===== config.mk =====
export PLATFORM = sky130hd
export DESIGN_NAME = bit_serial_adder
export DESIGN_NICKNAME = d
export VERILOG_FILES = /design/src/rtl/bit_serial_adder_pkg.sv /design/src/rtl/full_adder.sv /design/src/rtl/bit_serial_adder.sv
export SDC_FILE = /design/constraint.sdc
export NUM_CORES = 1
export LEC_CHECK = 0
export CAP_MARGIN = 20
export CORE_MARGIN = 2
export CORE_UTILIZATION = 44
export CTS_CLUSTER_DIAMETER = 80
export DETAILED_ROUTE_END_ITERATION = 16
export PLACE_DENSITY_LB_ADDON = 0.1
export SKIP_CTS_REPAIR_TIMING = 1
export SLEW_MARGIN = 20
export SYNTH_ARGS = -nofsm -noshare
export SYNTH_HDL_FRONTEND = slang
export SYNTH_SLANG_ARGS = --single-unit

===== constraint.sdc =====
create_clock -name clk -period 1.95 [get_ports clk]
set_input_delay 0.39 -clock clk [delete_from_list [all_inputs] [get_ports clk]]
set_output_delay 0.39 -clock clk [all_outputs]
set_load 0.01 [all_outputs]

===== src/rtl/bit_serial_adder_pkg.sv =====
`default_nettype none
// ============================================================================
//  Module   : bit_serial_adder_pkg
//  Brief    : Shared types and defaults for the bit-serial adder.
//             Holds the FSM state encoding and the default operand width.
//  Revision : 1.0  initial release
// ============================================================================
package bit_serial_adder_pkg;

   // Default operand/result width when the top is instantiated without override
   localparam int DEFAULT_W = 8;

   // Sequencer states: waiting for operands, shifting bits, holding the result
   typedef enum logic [1:0] {
      IDLE = 2'd0,
      RUN  = 2'd1,
      DONE = 2'd2
   } state_t;

endpackage : bit_serial_adder_pkg
`default_nettype wire


===== src/rtl/full_adder.sv =====
`default_nettype none
// ============================================================================
//  Module   : full_adder
//  Brief    : Single-bit full adder cell, purely combinational.
//  Revision : 1.0  initial release
// ============================================================================
module full_adder (
   input  logic a,
   input  logic b,
   input  logic c,
   output logic sum,
   output logic carry
);

   logic w_half;

   // Classic two-level form: carry propagates through the half-sum
   always_comb begin
      w_half = a ^ b;
      sum    = w_half ^ c;
      carry  = (a & b) | (c & w_half);
   end

endmodule : full_adder
`default_nettype wire


===== src/rtl/bit_serial_adder.sv =====
`default_nettype none
// ============================================================================
//  Module   : bit_serial_adder
//  Brief    : W-bit adder that reuses one full_adder cell, one bit per clock,
//             LSB first. Operands arrive on a valid/ready handshake and the
//             result is offered on a second valid/ready handshake.
//  Config   : BIT_SERIAL_ADDER_SUB_EN adds a sub_in port; when set at
//             acceptance the block computes A-B (cout_out=1 means no borrow).
//  Revision : 1.0  initial release
// ============================================================================
module bit_serial_adder
   import bit_serial_adder_pkg::*;
#(
   parameter int W = DEFAULT_W
) (
   input  logic         clk,
   input  logic         rst_n,
   input  logic         in_valid,
   output logic         in_ready,
   input  logic [W-1:0] a_in,
   input  logic [W-1:0] b_in,
   input  logic         cin,
`ifdef BIT_SERIAL_ADDER_SUB_EN
   input  logic         sub_in,
`endif
   output logic         out_valid,
   input  logic         out_ready,
   output logic [W-1:0] sum_out,
   output logic         cout_out,
   output logic         busy
);

   // Counter is wide enough to hold W, so W=1 still gets a 1-bit counter
   localparam int                c_cnt_w    = $clog2(W + 1);
   localparam logic [c_cnt_w-1:0] c_last_cnt = c_cnt_w'(W - 1);

   state_t               r_state;
   state_t               w_state_nxt;
   logic [c_cnt_w-1:0]   r_count;
   logic [W-1:0]         r_a_sh;
   logic [W-1:0]         r_b_sh;
   logic [W-1:0]         r_sum_sh;
   logic                 r_carry;
   logic [W-1:0]         r_sum_q;
   logic                 r_cout_q;

   logic                 w_accept;
   logic                 w_last;
   logic                 w_fa_sum;
   logic                 w_fa_carry;
   logic [W-1:0]         w_b_cap;
   logic                 w_c_cap;
   logic [W-1:0]         w_sum_shift;

   assign w_accept = in_valid && (r_state == IDLE);
   assign w_last   = (r_count == c_last_cnt);

`ifdef BIT_SERIAL_ADDER_SUB_EN
   // Subtraction is A + ~B + 1, so the captured carry is forced high
   assign w_b_cap = sub_in ? ~b_in : b_in;
   assign w_c_cap = sub_in ? 1'b1  : cin;
`else
   assign w_b_cap = b_in;
   assign w_c_cap = cin;
`endif

   // The new sum bit enters at the MSB; written with shifts so W=1 is legal
   assign w_sum_shift = (r_sum_sh >> 1) | (W'(w_fa_sum) << (W - 1));

   full_adder u_fa (
      .a     (r_a_sh[0]),
      .b     (r_b_sh[0]),
      .c     (r_carry),
      .sum   (w_fa_sum),
      .carry (w_fa_carry)
   );

   // State register
   always_ff @(posedge clk or negedge rst_n) begin
      if (!rst_n) r_state <= IDLE;
      else        r_state <= w_state_nxt;
   end

   // Next-state: one pass through RUN per operand bit, then wait for hand-off
   always_comb begin
      w_state_nxt = r_state;
      case (r_state)
         IDLE:    if (w_accept)  w_state_nxt = RUN;
         RUN:     if (w_last)    w_state_nxt = DONE;
         DONE:    if (out_ready) w_state_nxt = IDLE;
         default:                w_state_nxt = IDLE;
      endcase
   end

   // Output decode: handshakes follow the state directly
   always_comb begin
      in_ready  = (r_state == IDLE);
      out_valid = (r_state == DONE);
      busy      = (r_state == RUN) || (r_state == DONE);
   end

   // Datapath: capture on accept, shift one bit per RUN edge, latch result
   always_ff @(posedge clk or negedge rst_n) begin
      if (!rst_n) begin
         r_count  <= '0;
         r_a_sh   <= '0;
         r_b_sh   <= '0;
         r_sum_sh <= '0;
         r_carry  <= 1'b0;
         r_sum_q  <= '0;
         r_cout_q <= 1'b0;
      end else begin
         case (r_state)
            IDLE: begin
               if (w_accept) begin
                  r_a_sh  <= a_in;
                  r_b_sh  <= w_b_cap;
                  r_carry <= w_c_cap;
                  r_count <= '0;
               end
            end
            RUN: begin
               r_a_sh   <= r_a_sh >> 1;
               r_b_sh   <= r_b_sh >> 1;
               r_sum_sh <= w_sum_shift;
               r_carry  <= w_fa_carry;
               r_count  <= r_count + c_cnt_w'(1);
               // Result registers only change here, so they stay put in
               // DONE and keep their value back in IDLE
               if (w_last) begin
                  r_sum_q  <= w_sum_shift;
                  r_cout_q <= w_fa_carry;
               end
            end
            default: ;
         endcase
      end
   end

   assign sum_out  = r_sum_q;
   assign cout_out = r_cout_q;

endmodule : bit_serial_adder
`default_nettype wire


---- Word level (Yosys, flattened, before mapping) ----
Index checks and enable logic that the tools add are counted.
storage, ports and cells
  bits in registers ....................... 40
  input port bits ......................... 21
  word-level logic and storage cells ...... 40
  output and inout port bits .............. 12
cells by class
  $add $sub $neg .......................... 1
  equality and inequality tests ........... 6
  multiplexer cells ....................... 12
  bitwise logic cells ..................... 6
  reductions and logical operators ........ 7
operators by type and width
  operator               number
  $pmux W8 S2            2
  $mux W8                2
  $or A7 B8 Y8           1
  $pmux W4 S2            1
  $mux W2                3
  $pmux W2 S3            1
  $add A4 B1 Y4 const B  1
  $eq A4 B3 Y1 const B   1
  $mux W4                1
  $ne A2 B1 Y1 const B   2
  $reduce_and A2 Y1      2
  $reduce_and A3 Y1      1
  $and A1 B1 Y1          2
  $eq A2 B1 Y1 const B   1
  $eq A2 B2 Y1 const B   1
  $logic_not A2 Y1       1
  $ne A2 B2 Y1 const B   1
  $pmux W1 S2            1
  $reduce_bool A2 Y1     1
  $xor A1 B1 Y1          2
  $logic_and A1 B1 Y1    1
  $logic_or A1 B1 Y1     1
  $mux W1                1
  $or A1 B1 Y1           1

---- Depth between registers and ports, before layout ----
  word-level depth ........................ 4
  depth in mapped cells ................... 8
  gate-level depth less buffers ........... 5

---- Modules after synthesis ----
Synthesis repeated with hierarchy kept, for this count alone.
unflattened totals
  cells, all modules ...................... 144
  area, all modules ....................... 1,750.4 um^2
by module, submodules not included
  module            cells an instance  area an instance (um^2)  times used  seq. area each (um^2)
  bit_serial_adder  143                1,730.4                  1           975.9
  full_adder        1                  20.0                     1           0.0

---- Worst setup path after synthesis ----
No wires, ideal clock.
  kind .................................... reg2reg
  start point ............................. register r_state[0]
  end point ............................... register r_a_sh[6]
  path slack .............................. 439 ps
  required time ........................... 1,823 ps
  arrival ................................. 1,384 ps
  cell stages (with the launch flop) ...... 7
  setup time .............................. 127 ps
  path buffers ............................ 2
  period minus slack after synthesis ...... 1,511 ps
  cells stage by stage .................... dfrtp_1 > inv_1 > ha_1 > mux2i_1 > buf_2 > buf_4 > o21ai_0
between the ends
  cells in the longest elaborated chain, start to end .. 4
  elaborated cells on any way between the ends .. 7
  those cells by class .................... 2 x eq/ne; 1 x mux; 4 x reduce/logical
ends and longest elaborated chain
  element                      line                     text
  from (decl)                  bit_serial_adder.sv:37   state_t r_state;
  from (signal assigned)       bit_serial_adder.sv:81   else r_state <= w_state_nxt;
  $logic_not A2 Y1 *           n/a
  net in_ready                 bit_serial_adder.sv:19   output logic in_ready,
  $logic_and A1 B1 Y1          bit_serial_adder.sv:55   assign w_accept = in_valid && (r_state == IDLE);
  $ne A2 B1 Y1 (no line)       n/a
  $reduce_and A2 Y1 (no line)  n/a
  to (signal assigned)         bit_serial_adder.sv:116  r_a_sh <= a_in;
  to (signal assigned)         bit_serial_adder.sv:123  r_a_sh <= r_a_sh >> 1;
  to (decl)                    bit_serial_adder.sv:40   logic [W-1:0] r_a_sh;
Mark *: on every way through the listed nets, which the timed path passes. The rest lies on a longest branch.
A chain may end at the register's enable or synchronous reset.

---- Final worst setup path ----
  start point ............................. register r_state[1]
  end point ............................... output port out_valid
between the ends
  cells in the longest elaborated chain, start to end .. 1
ends and longest elaborated chain
  element       line                    text
  $eq A2 B2 Y1  bit_serial_adder.sv:98  out_valid = (r_state == DONE);
  to (decl)     bit_serial_adder.sv:26  output logic out_valid,
No other way between the ends.

==> key figures <==
Pwr
  • Worst VDD drop: 0.000660 V
  • Combinational share of power: 42.2%
  • Clock group share of total power: 15.6%
  • Power Density: 1470 nW/um^2
  • Switching share of power: 34.4%
  • P_leak: 1.04 nW
  • P_int: 2.14 mW
  • Sequential share of power: 42.1%
  • Total power: 3.26 mW
  • Net Switching: 1.12 mW

Worst setup path
  • Worst-path maximum fanout: 2
  • Buf/Inv on CP: 2
  • Worst-path cell chain: buf_4 -> ha_1 -> clkdlybuf4s50_1
  • Critical path class: flip-flop to output port
  • CP top delay family: buffers and inverters
  • CP max stage cell: clkdlybuf4s50_1
  • WP data arrival: 1.45 ns
  • Critical Path Sink Type: output port
  • Critical Path RT: 1.56 ns
  • Crit start category: flip-flop
  • Slowest stage delay, CP: 0.47 ns

Final layout
  • Final instance area: 2220 um^2
  • Fin nets: 207
  • Number of diodes: 0
  • Multi-input logic area: 726 um^2
  • Synthesis-to-finish area growth: 26.9%
  • Register area: 976 um^2
  • Post-Layout Cell Count: 230
  • Fillers: 339
  • Share of cells above drive strength 1: 18.1%

Yosys
  • Syn nets: 170
  • Syn Std Cell Area: 1750 um^2
  • Synthesized instance count: 144
  • Seq/Total Area, Yosys: 55.9%
  • EDFF count, synth: 0
  • Yosys warning count: 0
  • Synth Register Bits: 39
  • Top cells by area, synth: dfrtp_1 56%, mux2_2 11%, mux2i_1 9.2%
  • Post-synth top area share: 55.9%
  • Cell accounting for the most synthesized area: dfrtp_1
  • Synthesized area per cell: 12.1 um^2
  • Library cells used by synthesis: 21
  • Top_reg_cell synth: dfrtp_1
  • FFs w/ async S/R, synth: 100%

Die
  • Die Span X: 67.0 um
  • DIE AREA: 4490 um^2
  • Starting Density: 46.7%
  • Core Box Area: 3740 um^2
  • I/O Pins: 33
  • Row cnt: 22
  • DIE HEIGHT: 67.0 um

Route
  • Routed Antenna Nets: 0
  • Routed vias/inst: 5.06
  • Drt wl/cell: 13.3 um
  • Routed WL: 3070 um
  • Final routed DRC violation total: 0
  • Detailed Routing Iterations Pass 1: 4
  • Vias post-DR: 1163
  • DR iter-0 viols: 45

Clocking
  • H-tree levels: 2
  • Total CTS buffers: 5
  • Root Driver: clkbuf_8
  • CTS tree: yes
  • Clk_lat worst skew: 0.28 ns
  • Clk pin slew, worst setup/hold paths: 0.07 ns
  • Max clock buf depth: 2
  • Clock sink count: 39

STA
  • Setup TNS: 0 ns
  • Worst Skew: 0.00469 ns
  • RSZ-0062 raised after global routing: no
  • Worst Tran Pin Value: 0.474 ns
  • Fin. max-slew vios: 0
  • Setup violations, final: 0
  • Slew HR: 68.4%
  • Period utilisation layout: 94.4%
  • Crit path time final: 1.84 ns
  • Count of final hold-check violations: 0
  • Highest clock rate: 0.543 GHz

Global route
  • Total Routing Usage GR: 16.1%
  • Gr ovfl total: 0
  • Vias in the first global route: 1196
  • Antenna violations before repair: 0
  • First-pass GRT wire length: 5350 um
  • Largest net degree at the start of global routing: 40

Run status
  • Status: complete, no violations

Min path
  • Hold Path Class: input pin to async pin

Place
  • DP Wirelength: 2130 um
  • Inst Count DP: 220
  • Gp weighted congestion: 0.763
  • Placed cell area: 2110 um^2
  • Count of input and output buffers: 32

Run
  • Max-Cap Viols: 0
## area by class of cell
class | count | area share, %
tap | 48 | 2.71
clock buffer | 7 | 3.44
multi-input combinational | 95 | 32.7
inverter | 2 | 0.339
timing repair buffer | 38 | 16.5
sequential | 39 | 44.0
clock inverter | 1 | 0.226
## state kept, by name, summed over array words and instances, names as in the netlist
signal,cells
cout_out,1
r_a_sh,8
r_b_sh,8
r_carry,1
r_count,4
r_state,2
r_sum_sh,7
sum_out,8
## path summary, 6_finish.rpt
| check | from | endpoint | slack, ns | cells after the start |
|---|---|---|---|---|
| max reg2reg | r_state[0] | r_count[2] | 0.22 | 6 |
| max | r_state[1] | out_valid | 0.11 | 3 |
| min reg2reg | r_a_sh[6] | r_a_sh[6] | 0.48 | 2 |
| min | rst_n | r_count[3] | 0.15 | 2 |
| max in group asynchronous | rst_n | sum_out[1] | 1.47 | 2 |
| min in group clk | r_a_sh[6] | r_a_sh[6] | 0.48 | 2 |
## per-stage QoR
| step | worst slack (ns) | utilization (%) | hold slack (ns) |
|---|---|---|---|
| finish | 0.109 | 59.2 | 0.148 |
| CTS | -0.0631 | 58.6 | 0.162 |
| global placement | 0.265 | 56.4 | 0.462 |
| detailed placement | 0.249 | 56.4 | 0.468 |
| global route | 0.0610 | 59.2 | 0.189 |
| floorplan | 0.439 | - | 0.0944 |
## routing by layer
metal / global-route usage (%) / share of wire [%] / vias to the layer above
met5: 0 / 0 / -
met4: 6.89 / 1.4 / 0
met3: 4.05 / 3.8 / 5
met2: 25.6 / 48 / 24
met1: 20.7 / 47 / 560
li1: - / - / 574
## placed cells by master, fill, tap and decap left out, types with 2 or more instances in the layout
cell type | Yosys | final
buf_4 | 2 | 6
clkbuf_1 | 1 | 2
clkbuf_8 | 0 | 5
clkdlybuf4s50_1 | 0 | 29
dfrtp_1 | 39 | 39
dlymetal6s2s_1 | 0 | 2
ha_1 | 4 | 3
inv_1 | 2 | 2
mux2_2 | 17 | 17
mux2i_1 | 16 | 15
nand2_1 | 20 | 20
nand2b_1 | 3 | 3
nand3_1 | 4 | 4
nor2b_1 | 3 | 3
o21ai_0 | 20 | 20
## cell usage after synthesis, types with 2 or more instances
cell	count
mux2_2	17
nand2b_1	3
nand3_1	4
dfrtp_1	39
ha_1	4
inv_1	2
nor2b_1	3
buf_4	2
mux2i_1	16
nand2_1	20
buf_2	5
o21ai_0	20
## logic make-up (layout without fill, tap and decap cells)
kind of cell / count (synthesis) / in the layout / synth area share, %
adder cells (fa/ha/maj): 5 / 5 / 4.01
AO/OA/AOI/OAI: 23 / 23 / 7.31
multiplexers: 33 / 33 / 20.1
flip-flops: 39 / 39 / 55.9
AND/OR/NAND/NOR: 34 / 34 / 9.74
buffers and inverters: 10 / 48 / 2.94
## power groups by stage
stage	clock network (mW)	registers, mW	logic [mW]
detailed placement	0	1.39	1.38
CTS	0.528	1.38	1.38
global placement	0	1.38	1.32
floorplan	0	1.36	0.961
finish	0.510	1.37	1.38
global route	0.565	1.42	1.54
Power figures use the tool's default switching activity.
